`src/rtl/spm_pkg.sv`:
```
// spm_pkg: shared FSM states, default sizes and requester id type for the SPM arbiter
package spm_pkg;
   localparam int W_DEF = 8;
   localparam int TIMEOUT_DEF = 32;
   typedef enum logic [1:0] {IDLE, LAUNCH, WAIT, DELIVER} state_t;
   typedef logic id_t;
endpackage

```
`src/rtl/spm_arbiter_if.sv`:
```
// spm_arbiter_if: requester handshake and multiplier signals bundled for the SPM arbiter
interface spm_arbiter_if #(parameter int W = spm_pkg::W_DEF);
   logic [1:0] req, ack, rsp_valid, rsp_ready;
   logic [W-1:0] op_x0, op_y0, op_x1, op_y1, spm_x, spm_y;
   logic [2*W-1:0] rsp_data, spm_p;
   logic rsp_err, spm_go, spm_done, busy;
   modport master (
      output req, op_x0, op_y0, op_x1, op_y1, rsp_ready, spm_done, spm_p,
      input ack, rsp_valid, rsp_data, rsp_err, spm_go, spm_x, spm_y, busy
   );
   modport slave (
      input req, op_x0, op_y0, op_x1, op_y1, rsp_ready, spm_done, spm_p,
      output ack, rsp_valid, rsp_data, rsp_err, spm_go, spm_x, spm_y, busy
   );
endinterface

```
`src/rtl/spm_arbiter_rr_pick2.sv`:
```
// rr_pick2: two-way round-robin choice; on a tie the requester not granted last wins
module rr_pick2
   import spm_pkg::*;
(
   input  logic [1:0] req,
   input  id_t        last,
   output logic       grant_valid,
   output id_t        grant_id
);
   // a lone request wins outright; a double request goes to the other side of last
   always_comb begin
      grant_valid = |req;
      grant_id = (req == 2'b11) ? ~last : req[1];
   end
endmodule

```
`src/rtl/spm_arbiter.sv`:
```
// spm_arbiter: shares one serial-parallel multiplier between two requesters with timeout
module spm_arbiter
   import spm_pkg::*;
#(
   parameter int W = W_DEF,
   parameter int TIMEOUT = TIMEOUT_DEF
) (
   input logic clk,
   input logic R,
   spm_arbiter_if.slave bus
);
   state_t state, next;
   id_t id, last, grant_id;
   logic grant_valid, tmo;
   logic [W-1:0] x, y;
   logic [2*W-1:0] data;
   logic err;
   logic [7:0] cnt;

   rr_pick2 u_pick (.req(bus.req), .last(last), .grant_valid(grant_valid), .grant_id(grant_id));

   assign tmo = cnt == 8'(TIMEOUT - 1);

   // state register
   always_ff @(posedge clk or posedge R)
      if (R) state <= IDLE;
      else state <= next;

   // next-state: done beats timeout in WAIT; DELIVER only leaves on the owner's ready
   always_comb begin
      next = state;
      case (state)
         IDLE:    next = grant_valid ? LAUNCH : IDLE;
         LAUNCH:  next = WAIT;
         WAIT:    next = (bus.spm_done || tmo) ? DELIVER : WAIT;
         DELIVER: next = bus.rsp_ready[id] ? IDLE : DELIVER;
         default: next = IDLE;
      endcase
   end

   // datapath: operand capture, wait counter, result latch and round-robin history
   always_ff @(posedge clk or posedge R)
      if (R) begin
         id <= 1'b0;
         last <= 1'b1;
         x <= '0;
         y <= '0;
         data <= '0;
         err <= 1'b0;
         cnt <= '0;
      end else begin
         if (state == IDLE && grant_valid) begin
            id <= grant_id;
            x <= grant_id ? bus.op_x1 : bus.op_x0;
            y <= grant_id ? bus.op_y1 : bus.op_y0;
         end
         cnt <= (state == WAIT) ? cnt + 8'd1 : 8'd0;
         if (state == WAIT && bus.spm_done) begin
            data <= bus.spm_p;
            err <= 1'b0;
         end else if (state == WAIT && tmo) begin
            data <= '0;
            err <= 1'b1;
         end
         if (state == DELIVER && bus.rsp_ready[id]) last <= id;
      end

   // outputs decoded from state and the captured requester id
   always_comb begin
      bus.ack = (state == LAUNCH) ? (id ? 2'b10 : 2'b01) : 2'b00;
      bus.rsp_valid = (state == DELIVER) ? (id ? 2'b10 : 2'b01) : 2'b00;
      bus.spm_go = state == LAUNCH;
      bus.busy = state != IDLE;
      bus.spm_x = x;
      bus.spm_y = y;
      bus.rsp_data = data;
      bus.rsp_err = err;
   end
endmodule

```
`src/flat_wrapper.sv`:
```
// flat-port wrapper written by rule: the top's interface ports become plain ports
module spm_arbiter_flat import spm_pkg::*;
#(
   parameter int W = W_DEF,
   parameter int TIMEOUT = TIMEOUT_DEF
)
  (clk, R, bus_req, bus_op_x0, bus_op_y0, bus_op_x1, bus_op_y1, bus_rsp_ready, bus_spm_done, bus_spm_p, bus_ack, bus_rsp_valid, bus_rsp_data, bus_rsp_err, bus_spm_go, bus_spm_x, bus_spm_y, bus_busy);
  spm_arbiter_if #(.W(W)) bus_i ();
  input logic clk;
  input logic R;
  input wire logic [$bits(bus_i.req)-1:0] bus_req;
  input wire logic [$bits(bus_i.op_x0)-1:0] bus_op_x0;
  input wire logic [$bits(bus_i.op_y0)-1:0] bus_op_y0;
  input wire logic [$bits(bus_i.op_x1)-1:0] bus_op_x1;
  input wire logic [$bits(bus_i.op_y1)-1:0] bus_op_y1;
  input wire logic [$bits(bus_i.rsp_ready)-1:0] bus_rsp_ready;
  input wire logic [$bits(bus_i.spm_done)-1:0] bus_spm_done;
  input wire logic [$bits(bus_i.spm_p)-1:0] bus_spm_p;
  output wire logic [$bits(bus_i.ack)-1:0] bus_ack;
  output wire logic [$bits(bus_i.rsp_valid)-1:0] bus_rsp_valid;
  output wire logic [$bits(bus_i.rsp_data)-1:0] bus_rsp_data;
  output wire logic [$bits(bus_i.rsp_err)-1:0] bus_rsp_err;
  output wire logic [$bits(bus_i.spm_go)-1:0] bus_spm_go;
  output wire logic [$bits(bus_i.spm_x)-1:0] bus_spm_x;
  output wire logic [$bits(bus_i.spm_y)-1:0] bus_spm_y;
  output wire logic [$bits(bus_i.busy)-1:0] bus_busy;
  assign bus_i.req = bus_req;
  assign bus_i.op_x0 = bus_op_x0;
  assign bus_i.op_y0 = bus_op_y0;
  assign bus_i.op_x1 = bus_op_x1;
  assign bus_i.op_y1 = bus_op_y1;
  assign bus_i.rsp_ready = bus_rsp_ready;
  assign bus_i.spm_done = bus_spm_done;
  assign bus_i.spm_p = bus_spm_p;
  assign bus_ack = bus_i.ack;
  assign bus_rsp_valid = bus_i.rsp_valid;
  assign bus_rsp_data = bus_i.rsp_data;
  assign bus_rsp_err = bus_i.rsp_err;
  assign bus_spm_go = bus_i.spm_go;
  assign bus_spm_x = bus_i.spm_x;
  assign bus_spm_y = bus_i.spm_y;
  assign bus_busy = bus_i.busy;
  spm_arbiter #(.W(W), .TIMEOUT(TIMEOUT)) u_core (.clk(clk), .R(R), .bus(bus_i));
endmodule
```
`config.mk`:
```
export PLATFORM = sky130hd
export DESIGN_NAME = spm_arbiter_flat
export DESIGN_NICKNAME = d
export VERILOG_FILES = /design/src/rtl/spm_pkg.sv /design/src/rtl/spm_arbiter_if.sv /design/src/rtl/spm_arbiter_rr_pick2.sv /design/src/rtl/spm_arbiter.sv /design/src/flat_wrapper.sv
export SDC_FILE = /design/constraint.sdc
export NUM_CORES = 1
export LEC_CHECK = 0
export CORE_UTILIZATION = 40
export CTS_BUF_LIST = sky130_fd_sc_hd__clkbuf_8
export DETAILED_ROUTE_END_ITERATION = 10
export PLACE_DENSITY = 0.85
export SLEW_MARGIN = 10
export SYNTH_ARGS = -nofsm -noshare
export SYNTH_HDL_FRONTEND = slang
export SYNTH_SLANG_ARGS = --single-unit
```
`constraint.sdc`:
```
create_clock -name clk -period 1.5 [get_ports clk]
set_input_delay 0.45 -clock clk [delete_from_list [all_inputs] [get_ports clk]]
set_output_delay 0.45 -clock clk [all_outputs]
set_load 0.05 [all_outputs]
```
==> out/metrics.cfg <==
[outcome]
status = finished with violations
violations = setup timing

[global_route]
track_usage_pct = 23.10
grt_overflow_total = 0
grt_pass1_vias = 2168
grt_pass1_wl_mm = 10.73
grt_max_degree = 26
antenna_found_initial = 0

[placement]
portBuffers = 93
pre_cts_ws_ps = -538.8
place_hpwl_mm = 4.601
dp_cells = 363
gp_congestion = 0.8400

[timing]
fmax_ghz = 0.5849
final.period_utilization_pct = 114.0
slew_violations = 0
worst-slew-pin-transition_ps = 306.0
fin_crit_ps = 1710
rsz0062_at_grt = true
setup_slack_ps = -209.8
clock_skew_ps = 7.614
max-slew-margin-rel_pct = 79.60
setup_viol = 22
hold_viol_final = 0
finalHoldWorstSlack_ps = 496.5

[synth]
ys_top_cells_by_count = dfrtp_1 (44), mux2_2 (23), o21ai_0 (19), nand2b_1 (17), a22oi_1 (16)
avgSynthCellArea_um2 = 11.58
synthCells = 193
yosysWarnings = 0
seq_area_frac_synth_pct = 50.45
synthArstFlopShare_pct = 100.0
synthTopCellsByArea = dfrtp_1 (49%), mux2_2 (12%), mux2_4 (6.0%), a22oi_1 (5.4%), nand2b_1 (4.8%)
ys_seq_elements = 45
syn-cell-area_um2 = 2235
synth_top_cell_by_area = dfrtp_1
synth_flop_cell = dfrtp_1
syn_nets = 249
synth_cell_types = 35
yosysMostFrequentCell = dfrtp_1
yosysTopAreaCellShare_pct = 49.27
synth_edf_count = 0

[critical_path]
crit_chain = nor2b_4, nor2b_4, buf_12
crit_type = register to primary output
arrival_ps = 1260
crit_required_ps = 1050
crit_top_cell = nor2b_4
cp-end-kind = primary output
max_stage_delay_ps = 450
worst_path_max_delay_cell = dfrtp_2
cp-start-kind = register
path_max_fanout = 6

[routing]
num_vias = 1967
drc = 0
wire_per_inst_um = 17.27
drtIter0Drc = 110
vias_per_cell = 5.245
ant_nets = 0
drt_wl_total_mm = 6.477
dr.pass1.iters = 4

[cells_and_area]
drive_above_1_share_pct = 39.02
fin_cells = 375
synthToLayoutAreaGrowth_pct = 80.40
final_util_pct = 76.97
num_antenna_cells = 0
fill_cells = 289
nNetsFinal = 360

[floorplanning]
die_area_um2 = 5890
dieHeight_um = 76.75
start_util_pct = 42.67
placeableCoreArea_um2 = 5238
io_pins = 94
die_width_um = 76.75
rows = 26

[cts]
clkTransAtPathRegs_ps = 90
ctsHoldBuffers = 0
cts-root-buf = clkbuf_8
cts_buffer_depth = 2
cts_buffers = 5
cts_tree = done
clk_latency_ps = 300
cts_sinks = 45
cts-htree-levels = 2

[min_path]
min_path_type = input pin to async pin

[power_and_ir_drop]
p_leak_uw = 0.001742
vdd.ir_drop.worst_mv = 1.440
power_density_nw_per_um2 = 2307

[run]
maxCapViolations = 0

-- worst paths after layout --
check	start	endpoint	slack, ps	cells past startpoint
max	u_core.state[0]$_DFF_PP0_	bus_ack[0]	-210	3
min	R	u_core.cnt[2]$_DFF_PP0_	500	2
max reg2reg	u_core.last$_DFFE_PP1P_	u_core.bus.spm_y[2]$_DFFE_PP0P_	-100	4
min reg2reg	u_core.cnt[0]$_DFF_PP0_	u_core.cnt[0]$_DFF_PP0_	560	2
max in group asynchronous	R	u_core.bus.spm_x[0]$_DFFE_PP0P_	630	3
min in group clk	u_core.cnt[0]$_DFF_PP0_	u_core.cnt[0]$_DFF_PP0_	560	2
-- sequential cells by signal, indices dropped and copies added (netlist names) --
| name | cells |
|---|---|
| u_core.cnt | 8 |
| u_core.last | 1 |
| u_core.bus.spm_x | 8 |
| u_core.state | 2 |
| u_core.bus.rsp_data | 16 |
| u_core.id | 1 |
| u_core.bus.spm_y | 8 |
| u_core.bus.rsp_err | 1 |
-- power breakdown --
part	internal, uW	total [uW]	switching, uW
logic	3010	5910	2900
registers	1760	2430	670
clock network	537	958	421
total	5310	9300	3990
-- cells in the final DEF, fill, tap and decap left out, types with 4 or more instances in the layout --
cell / instances
a22oi_1: 16
a21oi_1: 4
nor2_1: 8
mux2_2: 15
mux2_4: 17
clkbuf_8: 6
nand2b_1: 17
buf_12: 44
buf_4: 17
dfrtp_1: 41
clkdlybuf4s50_1: 52
nand3_1: 6
o21ai_1: 16
-- stage by stage --
stage / instance area, um2 / total power (uW) / TNS, ps
after global placement: 3805 / 7944 / -12190
after floorplan: 2267 / 5136 / -754.0
after CTS: 4016 / 9231 / -1728
after detailed placement: 3805 / 8123 / -13590
after global routing: 4031 / 9686 / -3029
final: 4031 / 9300 / -1821
-- cells by family (layout without fill, tap and decap cells) --
family / Yosys count / count (layout) / synth area share, %
DFF: 45 / 45 / 50.45
and+or+nand+nor: 50 / 50 / 13.05
AOI/OAI and AO/OA: 45 / 45 / 12.82
muxes: 33 / 33 / 18.09
adders and majority gates: 1 / 1 / 0.5598
xor gates and xnor gates: 3 / 3 / 1.176
buffers and inverters: 16 / 128 / 3.863
-- layout make-up --
| type | instances | area [um2] | share of cell area [%] |
|---|---|---|---|
| tap | 70 | 87.58 | 2.173 |
| clock buffer | 6 | 82.58 | 2.048 |
| sequential | 45 | 1131 | 28.06 |
| multi-input combinational | 132 | 1092 | 27.10 |
| timing repair buffer | 117 | 1589 | 39.42 |
| clock inverter | 2 | 33.78 | 0.8380 |
| inverter | 3 | 15.01 | 0.3724 |
-- timing repair --
action,4_1_cts,5_1_grt
resized for setup,18,21
cloned,1,0
pin swaps,2,2
endpoints found under the setup margin,30,40
buffers inserted,3,0
-- metal layers --
| layer | up-vias | share of wire [%] | track usage, % |
|---|---|---|---|
| met5 | - | 0 | 0 |
| met4 | 0 | 1.2 | 5.385 |
| met3 | 8 | 5.9 | 6.071 |
| met2 | 74 | 56 | 43.57 |
| met1 | 974 | 37 | 25.48 |
| li1 | 911 | - | - |
-- worst max-delay path: cells and delay by family (launching register included) --
kind          cells  cell delay, ps
buf+inv           1             140
flops             1             450
simple gates      2             360
Power figures use the tool's default switching activity.
==> patch 1, RTL diff (same settings) <==
Change the package constant `W_DEF` from 8 to 12.
--- a/src/rtl/spm_pkg.sv
+++ b/src/rtl/spm_pkg.sv
@@ -1,5 +1,5 @@
 // spm_pkg: shared FSM states, default sizes and requester id type for the SPM arbiter
 package spm_pkg;
-   localparam int W_DEF = 8;
+   localparam int W_DEF = 12;
    localparam int TIMEOUT_DEF = 32;
    typedef enum logic [1:0] {IDLE, LAUNCH, WAIT, DELIVER} state_t;
Interface: changed (8 resized); port bits go from 94 to 134. No check against the original RTL was run, so the function may have changed too.
==> patch 1 against the unedited design <==
The flow still finishes with violations (negative setup slack); wire length increased by 49%; count of clock-buffer cells in the layout increased by 4; area after synthesis increased by 35%; cell area increased by 45%; non-clock buffer count increased by 57; worst setup slack got worse by 0.034 ns; global-route usage increased by 2.7 points; sequential cell count increased by 16; power increased by 46%; largest cell class unchanged.
==> patch 1: results (changes against the unedited design) <==
[run_status]
status = finished with violations
failed_checks = negative setup slack

[detailed_routing]
drtIter0Drc = 117  ; +6.4%
num_vias = 2737  ; +39%

[critical_path]
crit-reg2reg-launch = u_core.last$_DFFE_PP1P_
worst_path_max_delay_cell = dfrtp_1
arrival_ns = 1.29  ; +0.03 ns
startpoint = u_core.state[1]$_DFF_PP0_
max_stage_delay_ns = 0.39  ; -0.06 ns
rr_worst_depth = 5  ; +1
ff2ff_setup_slack_ns = -0.19  ; -0.09 ns
path_max_fanout = 4  ; -2
rr_endpoint = u_core.bus.spm_y[1]$_DFFE_PP0P_

[timing]
holdWs_ns = 0.431  ; -0.0655 ns
relSlewSlack_pct = 80.5  ; +0.91 points
setup_ws_ns = -0.243  ; -0.0336 ns
clock_skew_ns = 0.00814  ; +0.000528 ns
setup_viol = 38  ; +73%
timing.setup.tns_ns = -4.38  ; -2.56 ns

[logic_synthesis]
synth-compound-area-share_pct = 12.8  ; -0.048 points
syn_nets = 334  ; +34%
synthAdderAreaFrac_pct = 0.413  ; -0.15 points
synthMuxAreaShare_pct = 20.5  ; +2.5 points
yosysSeqAreaShare_pct = 50.5  ; about the same
yosys-top-cells-count = 60 x dfrtp_1, 29 x mux2_2, 26 x o21ai_0
synth.avg_cell_area_sq_um = 11.9  ; +2.9%
synth.distinct_cells = 36  ; +2.9%

[cells_and_area]
drive_gt1_share_pct = 47.2  ; +8.2 points
layout.nets = 501  ; +39%
nFillCells = 397  ; +37%
fin_cells = 525  ; +40%

[placement]
place_worst_setup_slack_ns = -0.568  ; -0.0292 ns
dpl.hpwl_mm = 6.21  ; +35%
io_buffer_count = 133  ; +43%
place_area_sq_um = 5250  ; +38%
gp_congestion = 0.687  ; -18%

[global_routing]
grt_use_total_pct = 25.8  ; +2.7 points
grt_max_degree = 34  ; +31%
grt_pass1_wl_mm = 14.9  ; +39%
grt_pass1_vias = 3031  ; +40%

[cts]
worstSkewPairLatency_ns = 0.34  ; +0.04 ns
clk_pin_slew_ns = 0.07  ; -0.02 ns
htreeDepth = 3  ; +1
cts_buffers = 9  ; +4

[power_and_ir_drop]
p_leak_nw = 2.53  ; +46%
ir_drop_mv = 1.35  ; -6.6%

patch 1: layout make-up:
class	count	area, sq um	share of cell area, %
Tap cell	99	124	2.12
Sequential cell	61	1530	26.2
Clock buffer	10	138	2.36
Timing Repair Buffer	174	2410	41.2
Clock inverter	6	40.0	0.685
Multi-Input combinational cell	172	1590	27.2
Inverter	3	15.0	0.257
patch 1: report_power, final:
group	leakage, nW	internal (W)	switching, W
sequential	0.723	0.00242	0.000995
clock	0.0857	0.000638	0.000688
combinational	1.73	0.00451	0.00428
total	2.53	0.00756	0.00597
patch 1: timing repair:
action	4_1_cts	5_1_grt
setup buffers	10	1
resized for setup	73	13
endpoints found under the setup margin	53	56
pin swaps	28	6
cloned	5	0
patch 1: layer usage:
layer	track usage (%)	up-vias	wire length (um)
li1	-	1253	-
met1	27.7	1360	3560
met2	46.7	106	5190
met3	6.46	18	649
met4	14.3	0	248
met5	0	-	0
